==> config.mk <==
export PLATFORM = sky130hd
export DESIGN_NAME = ti_i2s_tx
export DESIGN_NICKNAME = d
export VERILOG_FILES = /design/src/rtl/ti_audio_pkg.sv /design/src/rtl/ti_i2s_clkgen.sv /design/src/rtl/ti_i2s_tx.sv
export SDC_FILE = /design/constraint.sdc
export NUM_CORES = 1
export LEC_CHECK = 0
export ABC_AREA = 1
export BUFFER_PORTS_ARGS = -buffer_cell sky130_fd_sc_hd__buf_4
export CAP_MARGIN = 5
export CORE_MARGIN = 1
export CORE_UTILIZATION = 45
export DETAILED_ROUTE_END_ITERATION = 8
export GPL_ROUTABILITY_DRIVEN = 1
export SLEW_MARGIN = 25
export SYNTH_ARGS = -nofsm -noshare
export SYNTH_HDL_FRONTEND = slang
export SYNTH_SLANG_ARGS = --single-unit
==> constraint.sdc <==
create_clock -name CLK -period 3.95 [get_ports CLK]
set_clock_uncertainty 0.1 [all_clocks]
set_input_delay 0.395 -clock CLK [delete_from_list [all_inputs] [get_ports CLK]]
set_output_delay 0.395 -clock CLK [all_outputs]
set_load 0.05 [all_outputs]
==> src/rtl/ti_audio_pkg.sv <==
// rtl/ti_audio_pkg.sv - shared widths and sample-to-I2S word conversion for the PSG audio path
//
// Purpose: default sample/slot widths and the unsigned-to-two's-complement word mapping
//          used by the I2S transmitter.
// Contents: SAMPLE_W_DEF, SLOT_W_DEF, to_i2s_word().
package ti_audio_pkg;

  localparam int SAMPLE_W_DEF = 15;
  localparam int SLOT_W_DEF   = 16;

  // Offset-binary 15-bit sample -> 16-bit signed slot word.
  // Left-justify, then flip the MSB so midscale (15'h4000) maps to zero.
  function automatic logic [SLOT_W_DEF-1:0] to_i2s_word(input logic [SAMPLE_W_DEF-1:0] u);
    return {u, 1'b0} ^ 16'h8000;
  endfunction

endpackage

==> src/rtl/ti_i2s_clkgen.sv <==
// rtl/ti_i2s_clkgen.sv - BCLK divider with falling-edge event strobe
//
// Purpose: divides CLK by 2*CLK_DIV to make the I2S bit clock and flags the
//          cycle in which BCLK is about to fall so the transmitter can update data.
// Ports:
//   CLK        in   system clock
//   RST        in   synchronous reset, active-high
//   i2s_bclk   out  bit clock (registered)
//   bclk_fall  out  high in the CLK cycle whose posedge drives BCLK low
module ti_i2s_clkgen #(
  parameter int CLK_DIV = 4
) (
  input  logic CLK,
  input  logic RST,
  output logic i2s_bclk,
  output logic bclk_fall
);

  localparam int DW = (CLK_DIV > 2) ? $clog2(CLK_DIV) : 1;

  logic [DW-1:0] div_cnt_q, div_cnt_d;
  logic          bclk_q, bclk_d;
  logic          wrap;

  always_comb begin
    wrap      = (div_cnt_q == DW'(CLK_DIV - 1));
    div_cnt_d = wrap ? '0 : div_cnt_q + DW'(1);
    bclk_d    = wrap ? ~bclk_q : bclk_q;
    // The toggle and the event share a cycle: a wrap with BCLK high is a fall.
    bclk_fall = wrap & bclk_q;
  end

  always_ff @(posedge CLK) begin
    if (RST) begin
      div_cnt_q <= '0;
      bclk_q    <= 1'b0;
    end else begin
      div_cnt_q <= div_cnt_d;
      bclk_q    <= bclk_d;
    end
  end

  assign i2s_bclk = bclk_q;

endmodule

==> src/rtl/ti_i2s_tx.sv <==
// rtl/ti_i2s_tx.sv - Philips I2S serialiser for mono PSG samples with one-deep holding register
//
// Purpose: accepts 15-bit unsigned samples over valid/ready and sends each as a
//          16-bit two's complement word on both left and right I2S slots.
// Ports:
//   CLK           in   system clock
//   RST           in   synchronous reset, active-high
//   sample_in     in   mixed sample (offset binary)
//   sample_valid  in   sample_in valid
//   sample_ready  out  holding register empty (registered)
//   i2s_bclk      out  bit clock
//   i2s_lrclk     out  word select, 0 = left, 1 = right
//   i2s_sdata     out  serial data, MSB first, updated on BCLK fall
//   underrun      out  one-cycle pulse when a frame starts with nothing to send
module ti_i2s_tx
  import ti_audio_pkg::*;
#(
  parameter int CLK_DIV  = 4,
  parameter int SAMPLE_W = SAMPLE_W_DEF,
  parameter int SLOT_W   = SLOT_W_DEF
) (
  input  logic                CLK,
  input  logic                RST,
  input  logic [SAMPLE_W-1:0] sample_in,
  input  logic                sample_valid,
  output logic                sample_ready,
  output logic                i2s_bclk,
  output logic                i2s_lrclk,
  output logic                i2s_sdata,
  output logic                underrun
);

  localparam int BCW = $clog2(2 * SLOT_W);
  localparam int IW  = $clog2(SLOT_W);

  logic bclk_fall;

  ti_i2s_clkgen #(
    .CLK_DIV (CLK_DIV)
  ) u_clkgen (
    .CLK       (CLK),
    .RST       (RST),
    .i2s_bclk  (i2s_bclk),
    .bclk_fall (bclk_fall)
  );

  logic [BCW-1:0]      bit_cnt_q, bit_cnt_d;
  logic                lrclk_q, lrclk_d;
  logic                sdata_q, sdata_d;
  logic [SAMPLE_W-1:0] hold_q, hold_d;
  logic                hold_full_q, hold_full_d;
  logic [SLOT_W-1:0]   frame_q, frame_d;
  logic                underrun_q, underrun_d;

  logic [BCW-1:0] k;
  logic [IW-1:0]  idx;
  logic           load;

  always_comb begin
    bit_cnt_d   = bit_cnt_q;
    lrclk_d     = lrclk_q;
    sdata_d     = sdata_q;
    hold_d      = hold_q;
    hold_full_d = hold_full_q;
    frame_d     = frame_q;
    underrun_d  = 1'b0;

    k    = bit_cnt_q + BCW'(1);
    // (k-1) mod SLOT_W is just the low bits of the current count.
    idx  = IW'(SLOT_W - 1) - bit_cnt_q[IW-1:0];
    // k==1 is the fall that puts the left-slot MSB out: the frame boundary.
    load = bclk_fall && (k == BCW'(1));

    if (load) begin
      if (hold_full_q) begin
        frame_d     = to_i2s_word(hold_q);
        hold_full_d = 1'b0;
      end else if (sample_valid) begin
        // Producer arrived just in time: take it straight into the frame.
        frame_d = to_i2s_word(sample_in);
      end else begin
        underrun_d = 1'b1;
      end
    end else if (sample_valid && !hold_full_q) begin
      hold_d      = sample_in;
      hold_full_d = 1'b1;
    end

    if (bclk_fall) begin
      bit_cnt_d = k;
      lrclk_d   = (k >= BCW'(SLOT_W));
      // Select from the next-frame value so the new word's MSB goes out at k==1.
      sdata_d   = frame_d[idx];
    end
  end

  always_ff @(posedge CLK) begin
    if (RST) begin
      bit_cnt_q   <= '1;
      lrclk_q     <= 1'b1;
      sdata_q     <= 1'b0;
      hold_q      <= '0;
      hold_full_q <= 1'b0;
      frame_q     <= '0;
      underrun_q  <= 1'b0;
    end else begin
      bit_cnt_q   <= bit_cnt_d;
      lrclk_q     <= lrclk_d;
      sdata_q     <= sdata_d;
      hold_q      <= hold_d;
      hold_full_q <= hold_full_d;
      frame_q     <= frame_d;
      underrun_q  <= underrun_d;
    end
  end

  assign sample_ready = ~hold_full_q;
  assign i2s_lrclk    = lrclk_q;
  assign i2s_sdata    = sdata_q;
  assign underrun     = underrun_q;

endmodule

==> results.json, run 1 <==
{
  "violations": "design-rule violations",
  "drive_gt1_share_pct": 12.5,
  "dr.first_iter.drc_count": 132,
  "cp-start-kind": "flip-flop",
  "grt.total_usage_pct": 20.9,
  "r2r_slack_ns": 1.43,
  "synthesis.nets": 341,
  "die_height_um": 71.0,
  "cp_slowest_cell": "dfxtp_1",
  "synth_top_area_share_pct": 39.2,
  "cts_tree": "built",
  "synth_top_cell_by_area": "dfxtp_1",
  "synth-seq-cells": 42,
  "antenna_found_initial": 0,
  "numPortBuffers": 22,
  "cpPeakStageDelay_ns": 0.52,
  "via_count": 1979,
  "yosys-top-cells-count": "101 x nand2_1, 43 x nand3_1, 42 x dfxtp_1",
  "drt_wl_total_um": 4820,
  "relSlewSlack_pct": 50.4,
  "r2r_end": "hold_q[14]",
  "avgSynthCellArea_um2": 6.70,
  "cts_buffers": 5,
  "r2r-start": "bit_cnt_q[0]",
  "cts.sinks": 42,
  "clk_latency_ns": 0.30,
  "grt_max_degree": 37,
  "path_max_fanout": 19,
  "hp-class": "in -> reg",
  "start_util_pct": 47.9,
  "leakage_nw": 1.11,
  "drv_cap": 0,
  "n_antenna_cell": 0,
  "first_pass_iters": 6,
  "io_pins": 23,
  "vias_per_cell": 5.09,
  "yosysSeqAreaShare_pct": 39.2,
  "core_area_um2": 4470,
  "cts_hold_buf": 0,
  "grt_pass1_vias": 1890,
  "crit_chain": "ha_1 -> nand3_2 -> xor2_4 -> nand2_4 -> inv_2 -> nor2_4 -> inv_2 -> o21ai_0 -> a21oi_1",
  "endpoint_kind": "flip-flop",
  "post-route-min-period_ns": 2.52,
  "cp.arrival_ns": 2.62,
  "clk_pin_slew_ns": 0.09,
  "gp_congestion": 0.779,
  "hold_violations": 0,
  "clock_path_buffers": 2,
  "die-area_um2": 5050,
  "fmax_mhz": 396,
  "async_flop_share_pct": 0,
  "setup_viol": 0,
  "ys.flop_type": "dfxtp_1",
  "worst_pin_slew_ns": 0.741,
  "whs_endpoint": "hold_q[10]",
  "synth_warnings": 0,
  "cts_max_level": 2,
  "cts_resized": 0,
  "fillers": 450,
  "ir_drop_v": 0.000248,
  "cp_data_required_time_ns": 4.05,
  "dp_hpwl_um": 3510,
  "cts_setup_buffers": 0,
  "tns_ns": 0,
  "pwr_density_cell_nw_per_um2": 380,
  "drc": 1,
  "synthCells": 320,
  "hold-path-cell-count": 3,
  "synth_most_common_cell": "nand2_1",
  "crit_path_frequent_cell": "inv_2",
  "grt_overflow": 0,
  "ys_types": 28,
  "drt.antenna.violating_nets": 0,
  "root_buffer": "clkbuf_8",
  "syn-cell-area_um2": 2140,
  "rows": 24,
  "nets": 357,
  "die_w_um": 71.0,
  "ff2ff_path_depth": 9,
  "hold_start": "sample_in[10]",
  "rsz0062_at_grt": "no",
  "status": "complete, but fails checks",
  "routedWlPerCell_um": 12.4,
  "grt_pass1_wl_um": 8250,
  "synth_edf_count": 0,
  "whs_ns": 0.255,
  "period_share_pct": 63.9,
  "area_growth_pct": 11.6,
  "slew_viol_final": 0,
  "synthTopCellsByArea": "dfxtp_1 39%, nand2_1 18%, nand3_1 10%, nor2_1 6.7%, inv_1 5.1%",
  "critical_path_class": "reg -> reg"
}
## worst max path at each step
| stage | slack, ns | cells after the start | startpoint | endpoint |
|---|---|---|---|---|
| after CTS | 1.43 | 9 | bit_cnt_q[0] | hold_q[14] |
| after global placement | 1.50 | 9 | bit_cnt_q[0] | hold_q[14] |
| after global routing | 1.15 | 9 | bit_cnt_q[0] | hold_q[14] |
| after detailed placement | 1.43 | 9 | bit_cnt_q[0] | hold_q[14] |
| final | 1.43 | 9 | bit_cnt_q[0] | hold_q[14] |
| after floorplan | 1.87 | 14 | u_clkgen.i2s_bclk | i2s_sdata |
## cell type report
type | instances | area, um2 | share of cell area, %
clock buffers | 6 | 82.6 | 3.45
multi-input cells | 234 | 1110 | 46.4
repair buffers | 22 | 165 | 6.90
clock inverters | 2 | 12.5 | 0.523
well taps | 52 | 65.1 | 2.72
inverters | 31 | 116 | 4.86
flip-flops and latches | 42 | 841 | 35.1
## kinds of logic (layout without fill, tap and decap cells)
| family | Yosys count | after routing | share of synthesized area (%) |
|---|---|---|---|
| AND/OR/NAND/NOR | 196 | 196 | 39.8 |
| buffers and inverters | 44 | 61 | 8.98 |
| flip-flops | 42 | 42 | 39.2 |
| AO/OA/AOI/OAI | 33 | 33 | 8.46 |
| adder cells (fa/ha/maj) | 3 | 3 | 1.75 |
| XOR/XNOR | 1 | 1 | 1.28 |
| multiplexers | 1 | 1 | 0.467 |
## critical path: cells and delay by family (launching register included)
family | cells | cell delay, ns
DFF | 1 | 0.52
adders and majority gates | 1 | 0.26
xor gates and xnor gates | 1 | 0.26
and+or+nand+nor | 3 | 0.74
AOI/OAI and AO/OA | 2 | 0.26
buffers and inverters | 2 | 0.28
## report_power, final
part	internal, W	total [W]	switching, W
combinational	0.0000533	0.000155	0.000102
clock	0.000141	0.000297	0.000157
sequential	0.000440	0.000457	0.0000169
## layout by cell type, fill, tap and decap left out, types with 4 or more instances in the layout
master	n
nand2_1	101
nand3_1	43
dfxtp_1	42
nor2_1	38
inv_1	29
buf_4	22
a21oi_1	20
o21ai_0	6
clkbuf_8	6
a211oi_1	4
## state kept, by name (all words and copies together) (netlist names)
| name | flops |
|---|---|
| hold_full_q | 1 |
| underrun | 1 |
| frame_q | 16 |
| bit_cnt_q | 5 |
| hold_q | 15 |
| u_clkgen.div_cnt_q | 2 |
| u_clkgen.i2s_bclk | 1 |
| i2s_sdata | 1 |
## routing by layer
layer  GRT usage, %  vias to the layer above  part of all wire (%)
li1               -                     1051                     -
met1           26.8                      885                    49
met2           35.3                       35                    46
met3           3.85                        8                   3.0
met4           7.56                        0                   1.7
met5              0                        -                     0
## metrics by stage
stage | total power, W | area (um2) | std cells | utilization [%] | setup WS [ns]
6_report | 0.000909 | 2390 | 389 | 53.5 | 1.43
5_1_grt | 0.000957 | 2390 | 389 | 53.5 | 1.15
4_1_cts | 0.000914 | 2390 | 389 | 53.5 | 1.43
3_5_place_dp | 0.000623 | 2300 | 381 | 51.4 | 1.43
3_3_place_gp | 0.000622 | 2300 | 381 | 51.4 | 1.50
2_1_floorplan | 0.000585 | 2140 | 320 | - | 1.87
Power figures use the tool's default switching activity.
==> inputs of run 2 (changes only) <==
--- a/config.mk
+++ b/config.mk
@@ -5,7 +5,7 @@
 export SDC_FILE = /design/constraint.sdc
 export NUM_CORES = 1
 export LEC_CHECK = 0
-export ABC_AREA = 1
+export ABC_AREA = 0
 export BUFFER_PORTS_ARGS = -buffer_cell sky130_fd_sc_hd__buf_4
 export CAP_MARGIN = 5
 export CORE_MARGIN = 1
==> constraint.sdc (replaced) <==
create_clock -name CLK -period 2.6 [get_ports CLK]
set_clock_uncertainty 0.1 [all_clocks]
set_input_delay 0.26 -clock CLK [delete_from_list [all_inputs] [get_ports CLK]]
set_output_delay 0.26 -clock CLK [all_outputs]
set_load 0.05 [all_outputs]
==> results.json, run 2 <==
{
  "status": "finished, final reports clean",
  "drc": 0,
  "ys_types": 54,
  "post-route-min-period_ns": 2.56,
  "cpPeakStageDelay_ns": 0.38,
  "synth_top_area_share_pct": 42.1,
  "period_share_pct": 98.5,
  "cp-start-kind": "flip-flop",
  "endpoint_kind": "flip-flop",
  "rsz0062_at_grt": "yes",
  "grt_overflow": 0,
  "grt_pass1_wl_um": 7910,
  "drt.antenna.violating_nets": 0,
  "root_buffer": "clkbuf_8",
  "grt_max_degree": 45,
  "relSlewSlack_pct": 70.1,
  "fmax_mhz": 390,
  "synth-seq-cells": 42,
  "drt_wl_total_um": 4810,
  "p_total_w": 0.00123,
  "die_w_um": 68.6,
  "cts_buffers": 5,
  "critical_path_class": "reg -> reg",
  "gp_congestion": 0.830,
  "via_count": 1707,
  "ir_drop_v": 0.000264,
  "setup_slack_ns": 0.0386,
  "dr.first_iter.drc_count": 86,
  "r2r_end": "i2s_sdata",
  "top_usage_layer": "met2",
  "hold_violations": 0,
  "synth_compound_area_share_pct": 17.5,
  "place_area_um2": 2260,
  "syn-cell-area_um2": 2000,
  "whs_endpoint": "hold_q[2]",
  "pwr_density_cell_nw_per_um2": 498,
  "hold-path-cell-count": 3,
  "worst_pin_slew_ns": 0.447,
  "dp_hpwl_um": 3320,
  "path_max_fanout": 7,
  "cp_top_family": "compound AO/OA/AOI/OAI gates",
  "clk_pin_slew_ns": 0.08,
  "synth_top_cell_by_area": "dfxtp_1",
  "synthesis.nets": 236,
  "core_area_um2": 4120,
  "clk_latency_ns": 0.29,
  "clock_path_buffers": 2,
  "r2r_slack_ns": 0.04,
  "grt_use_met2_pct": 38.1,
  "cts_tree": "built",
  "avgSynthCellArea_um2": 9.28,
  "synthAdderAreaFrac_pct": 1.88,
  "place_ws_ns": -0.169,
  "first_pass_iters": 4,
  "hp-class": "in -> reg",
  "synthCells": 215,
  "met3_usage_pct": 5.92,
  "leakage_nw": 1.04,
  "instances_no_fill": 299,
  "ff2ff_path_depth": 11,
  "ys.flop_type": "dfxtp_1",
  "rows": 23,
  "final_cell_mix": "39 x dfxtp_1, 39 x buf_4, 34 x nor2_1",
  "use_met1_pct": 29.5,
  "start_util_pct": 48.5,
  "yosysSeqAreaShare_pct": 42.1,
  "numPlacedInstances": 288,
  "synthTopCellsByArea": "dfxtp_1 42%, mux2i_1 8.0%, nor2_1 6.4%, o221ai_1 2.6%, nor3_1 2.3%",
  "utilization_pct": 59.9,
  "cp-startpoint": "bit_cnt_q[1]",
  "yosys-top-cells-count": "42 x dfxtp_1, 34 x nor2_1, 16 x mux2i_1",
  "synth_xor_area_share_pct": 2.19,
  "yosys.area_share.simple_pct": 22.9,
  "synth_most_common_cell": "dfxtp_1",
  "n_antenna_cell": 0,
  "area_growth_pct": 23.4,
  "io_pins": 23,
  "grt.total_usage_pct": 23.2,
  "cts_max_level": 2,
  "cp_data_required_time_ns": 2.69,
  "die_height_um": 68.6,
  "crit_buf_inv": 2,
  "nets": 269,
  "synth.area.mux_share_pct": 8.59,
  "top_regs": "frame_q (16), hold_q (15), bit_cnt_q (5)",
  "regMostFlops": "frame_q",
  "setup_viol": 0,
  "async_flop_share_pct": 0,
  "drive_gt1_share_pct": 28.9,
  "cp.arrival_ns": 2.65,
  "largest_reg_flops": 16,
  "synth_top_family_by_area": "simple AND/OR/NAND/NOR gates",
  "numPortBuffers": 22,
  "cts.sinks": 42,
  "routedWlPerCell_um": 16.1,
  "cp_slowest_cell": "dfxtp_4",
  "antenna_found_initial": 0,
  "slew_viol_final": 0,
  "synth_edf_count": 0,
  "vias_per_cell": 5.71,
  "synth_warnings": 0,
  "r2r-start": "bit_cnt_q[1]",
  "grt_pass1_vias": 1695,
  "finalInstanceArea_um2": 2460,
  "drv_cap": 0,
  "die-area_um2": 4710,
  "crit_chain": "inv_1 -> ha_1 -> and3_4 -> and2_2 -> a22o_4 -> buf_4 -> a21o_1 -> o2111a_1 -> o31ai_2 -> a211oi_2 -> a211o_1",
  "hold_start": "sample_in[2]"
}
## run 2: what timing repair did
action                                  4_1_cts  5_1_grt
gates resized for setup                       9       13
pin swaps                                     1        9
setup buffers                                 1        2
endpoints found under the setup margin        1        1
hold buffers                                  0        0
## run 2: area by class of cell
cell class              count  area, um2
inverters                   3       11.3
clock buffers               7       86.3
flip-flops and latches     42        850
fillers                   373       1650
multi-input cells         155       1130
repair buffers             41        315
well taps                  50       62.6
clock inverters             1       5.00
## run 2: worst max path at each step
stage                endpoint  slack, ns  cells after the start
CTS                 i2s_sdata       0.01                     10
finish              i2s_sdata       0.04                     11
detailed placement  i2s_sdata      -0.17                      9
global route        i2s_sdata      -0.08                     10
floorplan           i2s_sdata      0.003                     12
global placement    i2s_sdata       -0.1                      9
## run 2: cell families after synthesis
family / count (synthesis)
muxes: 17
adders and majority gates: 3
xor gates and xnor gates: 5
and+or+nand+nor: 87
AOI/OAI and AO/OA: 43
DFF: 42
buffers and inverters: 18
## run 2: per-layer routing
metal | up-vias | routed length [um]
met5 | - | 0
met4 | 0 | 41
met3 | 5 | 217
met2 | 38 | 2270
met1 | 811 | 2280
li1 | 853 | -
## run 2: where the power goes
group | switching [W] | internal [W] | leakage [nW]
logic | 0.0000653 | 0.0000551 | 0.651
clock network | 0.000214 | 0.000214 | 0.0482
registers | 0.0000160 | 0.000662 | 0.342
## run 2: worst reg2reg max path, stage by stage, from the launching register on
cell	delay, ns
dfxtp_4	0.38
inv_1	0.06
ha_1	0.18
and3_4	0.18
and2_2	0.20
a22o_4	0.27
buf_4	0.15
a21o_1	0.20
o2111a_1	0.16
o31ai_2	0.27
a211oi_2	0.05
a211o_1	0.27
## run 2: stage by stage
stage | hold WS, ns | setup TNS (ns)
2_1_floorplan | 0.304 | 0
3_3_place_gp | 0.314 | -0.0960
3_5_place_dp | 0.326 | -0.169
4_1_cts | 0.106 | 0
5_1_grt | 0.111 | -0.0825
6_report | 0.109 | 0
